### config.mk
export PLATFORM = sky130hd
export DESIGN_NAME = dsp_mac_frame
export DESIGN_NICKNAME = d
export VERILOG_FILES = /design/src/rtl/dsp_mac_frame.sv
export SDC_FILE = /design/constraint.sdc
export NUM_CORES = 2
export LEC_CHECK = 0
export BUFFER_PORTS_ARGS = -buffer_cell sky130_fd_sc_hd__buf_2
export CELL_PAD_IN_SITES_DETAIL_PLACEMENT = 0
export CELL_PAD_IN_SITES_GLOBAL_PLACEMENT = 1
export CORE_MARGIN = 2
export CORE_UTILIZATION = 35
export CTS_BUF_LIST = sky130_fd_sc_hd__clkbuf_8 sky130_fd_sc_hd__clkbuf_16
export DETAILED_ROUTE_END_ITERATION = 12
export GPL_TIMING_DRIVEN = 0
export PLACE_DENSITY_LB_ADDON = 0.1
export SLEW_MARGIN = 20
export SYNTH_ARGS = -nofsm -noshare
export SYNTH_HDL_FRONTEND = slang
export SYNTH_SLANG_ARGS = --single-unit
### constraint.sdc
create_clock -name CLK -period 7.7 [get_ports CLK]
set_input_delay 1.155 -clock CLK [delete_from_list [all_inputs] [get_ports CLK]]
set_output_delay 1.155 -clock CLK [all_outputs]
set_load 0.01 [all_outputs]
### src/rtl/dsp_mac_frame.sv
// Signed multiply-accumulate slice with an optional D+/-B pre-adder. It sums one frame of
// products over a runtime length and has valid/ready flow control on the input and output sides.
module dsp_mac_frame #(
    parameter int A_WIDTH   = 18,
    parameter int B_WIDTH   = 18,
    parameter int ACC_WIDTH = 48,
    parameter int LEN_WIDTH = 8,
    parameter int PRE_ADD   = 1,
    parameter int SATURATE  = 1
) (
    input  logic                        CLK,
    input  logic                        RSTN,
    input  logic                        CLEAR,
    input  logic                        IN_VALID,
    output logic                        IN_READY,
    input  logic signed [A_WIDTH-1:0]   A,
    input  logic signed [B_WIDTH-1:0]   B,
    input  logic signed [B_WIDTH-1:0]   D,
    input  logic                        PRE_SUB,
    input  logic [LEN_WIDTH-1:0]        FRAME_LEN,
    output logic                        OUT_VALID,
    input  logic                        OUT_READY,
    output logic signed [ACC_WIDTH-1:0] P,
    output logic                        OVF
);
    localparam int PROD_W = A_WIDTH + B_WIDTH + 1;

    logic adv;
    logic accept;

    logic signed [B_WIDTH:0] d_ext;
    logic signed [B_WIDTH:0] b_ext;
    logic signed [B_WIDTH:0] pre_sum;

    logic [LEN_WIDTH-1:0] cnt;
    logic [LEN_WIDTH-1:0] len_q;
    logic [LEN_WIDTH-1:0] len_eff;
    logic                 first_in;
    logic                 last_in;

    logic                      s1_valid;
    logic                      s1_first;
    logic                      s1_last;
    logic signed [A_WIDTH-1:0] s1_a;
    logic signed [B_WIDTH:0]   s1_b;

    logic                     s2_valid;
    logic                     s2_first;
    logic                     s2_last;
    logic signed [PROD_W-1:0] s2_prod;
    logic signed [PROD_W-1:0] mul_a;
    logic signed [PROD_W-1:0] mul_b;

    logic signed [ACC_WIDTH-1:0] acc;
    logic                        frm_ovf;
    logic signed [ACC_WIDTH:0]   base_ext;
    logic signed [ACC_WIDTH:0]   prod_ext;
    logic signed [ACC_WIDTH:0]   sum;
    logic                        sum_ovf;
    logic signed [ACC_WIDTH-1:0] acc_res;
    logic                        frm_next;

    logic                        out_valid_q;
    logic signed [ACC_WIDTH-1:0] p_q;
    logic                        ovf_q;

    assign adv      = !(out_valid_q && !OUT_READY) && !CLEAR;
    assign IN_READY = adv && RSTN;
    assign accept   = IN_VALID && IN_READY;

    assign d_ext = {D[B_WIDTH-1], D};
    assign b_ext = {B[B_WIDTH-1], B};

    always_comb begin
        pre_sum = b_ext;
        if (PRE_ADD != 0) begin
            pre_sum = PRE_SUB ? (d_ext - b_ext) : (d_ext + b_ext);
        end
    end

    // Frame position is tracked at the input so first/last travel with each sample
    // and back-to-back frames need no bubble.
    assign first_in = (cnt == '0);
    assign len_eff  = first_in ? ((FRAME_LEN == '0) ? LEN_WIDTH'(1) : FRAME_LEN) : len_q;
    assign last_in  = (cnt == len_eff - LEN_WIDTH'(1));

    assign mul_a = {{(PROD_W - A_WIDTH){s1_a[A_WIDTH-1]}}, s1_a};
    assign mul_b = {{(PROD_W - B_WIDTH - 1){s1_b[B_WIDTH]}}, s1_b};

    // One guard bit above the accumulator exposes overflow as a sign disagreement.
    assign base_ext = s2_first ? '0 : {acc[ACC_WIDTH-1], acc};
    assign prod_ext = {{(ACC_WIDTH + 1 - PROD_W){s2_prod[PROD_W-1]}}, s2_prod};
    assign sum      = base_ext + prod_ext;
    assign sum_ovf  = sum[ACC_WIDTH] ^ sum[ACC_WIDTH-1];
    assign frm_next = (s2_first ? 1'b0 : frm_ovf) | sum_ovf;

    always_comb begin
        acc_res = sum[ACC_WIDTH-1:0];
        if ((SATURATE != 0) && sum_ovf) begin
            acc_res = sum[ACC_WIDTH] ? {1'b1, {(ACC_WIDTH-1){1'b0}}}
                                     : {1'b0, {(ACC_WIDTH-1){1'b1}}};
        end
    end

    always_ff @(posedge CLK) begin
        if (!RSTN) begin
            cnt         <= '0;
            len_q       <= '0;
            s1_valid    <= 1'b0;
            s1_first    <= 1'b0;
            s1_last     <= 1'b0;
            s1_a        <= '0;
            s1_b        <= '0;
            s2_valid    <= 1'b0;
            s2_first    <= 1'b0;
            s2_last     <= 1'b0;
            s2_prod     <= '0;
            acc         <= '0;
            frm_ovf     <= 1'b0;
            out_valid_q <= 1'b0;
            p_q         <= '0;
            ovf_q       <= 1'b0;
        end else if (CLEAR) begin
            // The partial frame is dropped but a finished result still completes its handshake.
            s1_valid <= 1'b0;
            s2_valid <= 1'b0;
            cnt      <= '0;
            acc      <= '0;
            frm_ovf  <= 1'b0;
            if (OUT_READY) begin
                out_valid_q <= 1'b0;
            end
        end else if (adv) begin
            s1_valid <= accept;
            if (accept) begin
                s1_a     <= A;
                s1_b     <= pre_sum;
                s1_first <= first_in;
                s1_last  <= last_in;
                cnt      <= last_in ? '0 : cnt + LEN_WIDTH'(1);
                if (first_in) begin
                    len_q <= len_eff;
                end
            end

            s2_valid <= s1_valid;
            s2_first <= s1_first;
            s2_last  <= s1_last;
            s2_prod  <= mul_a * mul_b;

            out_valid_q <= s2_valid && s2_last;
            if (s2_valid) begin
                if (s2_last) begin
                    p_q     <= acc_res;
                    ovf_q   <= frm_next;
                    acc     <= '0;
                    frm_ovf <= 1'b0;
                end else begin
                    acc     <= acc_res;
                    frm_ovf <= frm_next;
                end
            end
        end
    end

    assign OUT_VALID = out_valid_q;
    assign P         = p_q;
    assign OVF       = ovf_q;

endmodule
After elaboration in Yosys (flattened, before gate mapping)

Cells that the tools add are included.

Add/subtract/negate cells: 5
Multipliers: 1
Equality and inequality tests: 2
Muxes and demuxes: 13
Bitwise gates (word level): 4
Reduce and logical (&&, ||, !) cells: 19

Operators by type and width:

| operator            | count |
|---|---|
| $mux 48             | 3 |
| $add 49x37->49      | 1 |
| $mux 49             | 1 |
| $mul 18x19->37      | 1 |
| $mux 8              | 3 |
| $add 18x18->19      | 1 |
| $mux 19             | 1 |
| $sub 18x18->19      | 1 |
| $logic_not 8->1     | 2 |
| $add 8x1->8 const B | 1 |
| $eq 8x8->1          | 1 |
| $reduce_and 2->1    | 4 |
| $reduce_and 4->1    | 2 |
| $sub 8x1->8 const B | 1 |
| $logic_and 1x1->1   | 5 |
| $mux 1              | 5 |
| $logic_not 1->1     | 3 |
| $reduce_and 3->1    | 1 |
| $ne 2x1->1 const B  | 1 |
| $not 1->1           | 2 |
| $reduce_bool 2->1   | 1 |
| $reduce_or 2->1     | 1 |
| $or 1x1->1          | 1 |
| $xor 1x1->1         | 1 |

Register bits: 195
Bits of input ports: 68
Output and inout port bits: 51
Word-level logic and storage cells: 60

Logic depth before layout (Yosys ltp)

Word-level depth: 7
Depth in mapped cells: 28
Mapped depth without buffers: 26

Worst setup path before layout

OpenSTA, ideal clock, no wires.

Kind: reg-to-reg
Start point: register s1_b[18]
End point: register s2_prod[36]
Arrival time: 6246 ps
Required time: 7583 ps
Path slack: 1337 ps
Stages on the path, launching flop included: 24
Buffers on the path: 2
Clock period less this slack: 6363 ps
Cells stage by stage: dfxtp_1 > clkbuf_1 > clkbuf_1 > nand2_1 > fa_1 > inv_1 > fa_1 > inv_1 > fa_1 > fa_1 > fa_1 > fa_1 > inv_1 > ha_1 > and4_1 > nand2_1 > a2111o_1 > nand3_1 > a211o_1 > a21o_1 > a21oi_1 > o21ai_0 > xnor2_1 > a22o_1

Cells in the longest elaborated chain, start to end: 1

RTL lines:

| item                     | RTL line | source |
|---|---|---|
| start: declaration       | 45       | `logic signed [B_WIDTH:0] s1_b;` |
| start signal: assignment | 137      | `s1_b <= pre_sum;` |
| $mul 18x19->37           | 149      | `s2_prod <= mul_a * mul_b;` |
| end signal: assignment   | 149      |  |
| end: declaration         | 50       | `logic signed [PROD_W-1:0] s2_prod;` |

No other way between the ends.
A chain may end at the register's enable or synchronous reset.

Worst setup path after layout

Start point: register s1_b[12]
End point: register s2_prod[34]

Same word-level chain as after synthesis.

==> results.sh <==
export IMPL_outcome="complete, no violations"
export IMPL_synth_area_leaders="fa_1 28%, dfxtp_1 16%, ha_1 8.5%"
export IMPL_finalWirelength_microns=80000
export IMPL_overflow=0
export IMPL_crit_buf_inv=4
export IMPL_start_util=0.354
export IMPL_io_buffers=117
export IMPL_core_area_sq_um=68800
export IMPL_final_setup_skew_ps=26.3
export IMPL_r2r_setup_slack_ps=380
export IMPL_critPathKind="flip-flop to flip-flop"
export IMPL_crit_required_ps=8080
export IMPL_slew_headroom=0.327
export IMPL_syn_inst=2907
export IMPL_cts_root_buf="clkbuf_16"
export IMPL_rsz0062_at_grt="false"
export IMPL_cts_htree_levels=4
export IMPL_r2r_cells=23
export IMPL_setup_ws_ps=380
export IMPL_nNetsFinal=3616
export IMPL_power_density_nw_per_um2=122
export IMPL_crit_top_cell="fa_1"
export IMPL_crit_family="adder cells"
export IMPL_path_clk_slew_ps=90
export IMPL_ioPinCount=119
export IMPL_reg2reg_to="s2_prod[34]"
export IMPL_drive_above_1_share=0.0774
export IMPL_gp_congestion=0.878
export IMPL_tightest_slew_ps=1010
export IMPL_hold_path_cell_count=2
export IMPL_whs_endpoint="P[42]"
export IMPL_startpoint_type="flip-flop"
export IMPL_synth_seq_cells=195
export IMPL_ant_nets=0
export IMPL_async_flop_share=0
export IMPL_post_route_min_period_ps=7320
export IMPL_max_cap_viol_count=0
export IMPL_drtIter0Drc=1325
export IMPL_cp_arrival_ps=7700
export IMPL_fin_setup_tns_ps=0
export IMPL_firstDrtPassIters=6
export IMPL_timing_hold_worst_start="P[42]"
export IMPL_cts_made_buffers=17
export IMPL_grt_max_degree=21
export IMPL_vias=20100
export IMPL_viasPerCell=5.04
export IMPL_synth_top_flop_cell="dfxtp_1"
export IMPL_synth_nets=3487
export IMPL_clk_latency_ps=510
export IMPL_die_area_sq_um=71800
export IMPL_p_leak_nw=12.8
export IMPL_post_route_util=0.389
export IMPL_clockBufferDepth=2
export IMPL_clock_fmax_ghz=0.137
export IMPL_drc_errors=0
export IMPL_ys_types=78
export IMPL_end_kind="flip-flop"
export IMPL_areaGrowthSynthToFinish_pct=9.83
export IMPL_placed_area_sq_um=26100
export IMPL_cp_cell_sequence="clkbuf_2 > nand2_1 > fa_1 > fa_1 > fa_1 > inv_1 > fa_1 > fa_1 > inv_1 > fa_1 > inv_1 > ha_1 > a21oi_1 > a21boi_0 > o31ai_2 > a2111o_1 > nand3_1 > a211o_1 > a21o_1 > a21oi_1 > xor2_1 > o21ai_0 > and2_1"
export IMPL_ys_seq_area_frac=0.160
export IMPL_grt_pass1_wl_microns=124000
export IMPL_die_y_microns=268
export IMPL_min_period_over_period=0.951
export IMPL_die_width_microns=268
export IMPL_ir_worst_vdd_v=0.000175
export IMPL_postSynthAreaPerCell_sq_um=8.39
export IMPL_finalMaxSlewViolations=0
export IMPL_dp_hpwl_microns=66900
export IMPL_reg2reg_from="s1_b[12]"
export IMPL_crit_fanout=10
export IMPL_row_count=96
export IMPL_pre_cts_ws_ps=-484
export IMPL_yosysTopAreaCellShare=0.285
export IMPL_placed_cells=3955
export IMPL_yosysTopAreaCell="fa_1"
export IMPL_cp_num_cells=23
export IMPL_yosysMostFrequentCell="inv_1"
export IMPL_yosys_warnings=0
export IMPL_cts_tree="yes"
export IMPL_wl_per_cell_microns=20.1
export IMPL_critPathSlowestCell="fa_1"
export IMPL_worst_path_largest_cell_delay_ps=530
export IMPL_syn_cell_area_sq_um=24400
export IMPL_fin_area_sq_um=26800
export IMPL_grt_pass1_vias=21000
export IMPL_synth_edff_count=0
export IMPL_instances_no_fill=3981
export IMPL_gr_usage_all_layers=0.233
export IMPL_hold_viol_final=0
export IMPL_hp_class="flip-flop to flip-flop"
export IMPL_synth_commonest_cells="436 x inv_1, 388 x nand2_1, 347 x fa_1, 195 x dfxtp_1, 188 x and2_1"
export IMPL_antenna_found_initial=11
export IMPL_cts_sinks=195
export IMPL_setup_viol=0
## logic make-up after synthesis
group           after synthesis  synth area share
mux                          13           0.00539
xor+xnor                    131            0.0481
buf+inv                     581            0.0910
simple gates                924             0.184
compound gates              546             0.140
fa+ha+maj                   517             0.372
flops                       195             0.160
## cell usage in the layout, fill, tap and decap left out, types with 17 or more instances in the layout
cell	instances
nor2_1	110
inv_1	437
xnor2_1	82
o21ai_0	172
a21boi_0	29
nand2b_1	27
nand3_1	66
dfxtp_1	179
a21o_1	56
and2_1	188
a21oi_1	138
ha_1	164
nor2b_1	58
o21ai_1	20
clkbuf_16	17
clkbuf_2	20
clkbuf_1	96
nand2_1	388
xor2_1	47
buf_2	128
nor3_1	23
fa_1	346
## worst register-to-register path: cells and delay by family, from the launching register on
kind                       cells  cell delay [ps]
and+or+nand+nor                3              450
DFF                            1              520
xor gates and xnor gates       1              340
adders and majority gates      7             3370
buffers and inverters          4              550
AOI/OAI and AO/OA              8             1970
## metal layers
metal	routed length [microns]	vias to the layer above	part of all wire	track usage
li1	-	9542	-	-
met1	37500	10000	0.47	0.322
met3	3780	76	0.047	0.0369
met5	62	-	0.00077	0
met2	37100	422	0.46	0.381
met4	1570	10	0.020	0.0550
## area by class of cell
class	count	area [sq um]
flip-flops and latches	195	3920
repair buffers	120	608
inverters	436	1640
diodes	1	2.50
fillers	7201	42000
plain buffers	135	576
clock inverters	15	166
clock buffers	17	425
well taps	931	1160
multi-input cells	2131	18300
## timing repair
item / CTS / global route
gates resized for setup: 23 / 28
cloned: 0 / 0
endpoints found under the setup margin: 7 / 5
hold buffers: 0 / 0
endpoints found under the hold margin: 0 / 0
pin swaps: 0 / 1
buffers inserted: 0 / 2
## power breakdown
part / switching (mW) / internal, mW / leakage [nW]
Combinational: 0.788 / 0.439 / 10.9
Sequential: 0.0770 / 1.05 / 1.59
Clock: 0.492 / 0.434 / 0.284
## stage by stage
step                hold WS (ps)  total power, mW
floorplan                    417             1.93
global placement             426             2.38
detailed placement           429             2.39
CTS                          442             3.33
global route                 463             3.51
finish                       443             3.28
## registers in the layout, indices dropped and copies added (netlist names), 8 cells and up
register and cells:
acc 48, s2_prod 37, len_q 8, s1_b 19
cnt 8, s1_a 18, P 48
## how the worst max path moves through the flow
stage / from / end / slack (ps)
global route: s1_b[0] / s2_prod[34] / 3
detailed placement: s1_b[7] / s2_prod[35] / -480
global placement: s1_b[7] / s2_prod[35] / -430
CTS: s1_b[4] / s2_prod[35] / 1
finish: s1_b[12] / s2_prod[34] / 380
floorplan: s1_b[18] / s2_prod[36] / 1340
(Power assumes the default switching activity.)
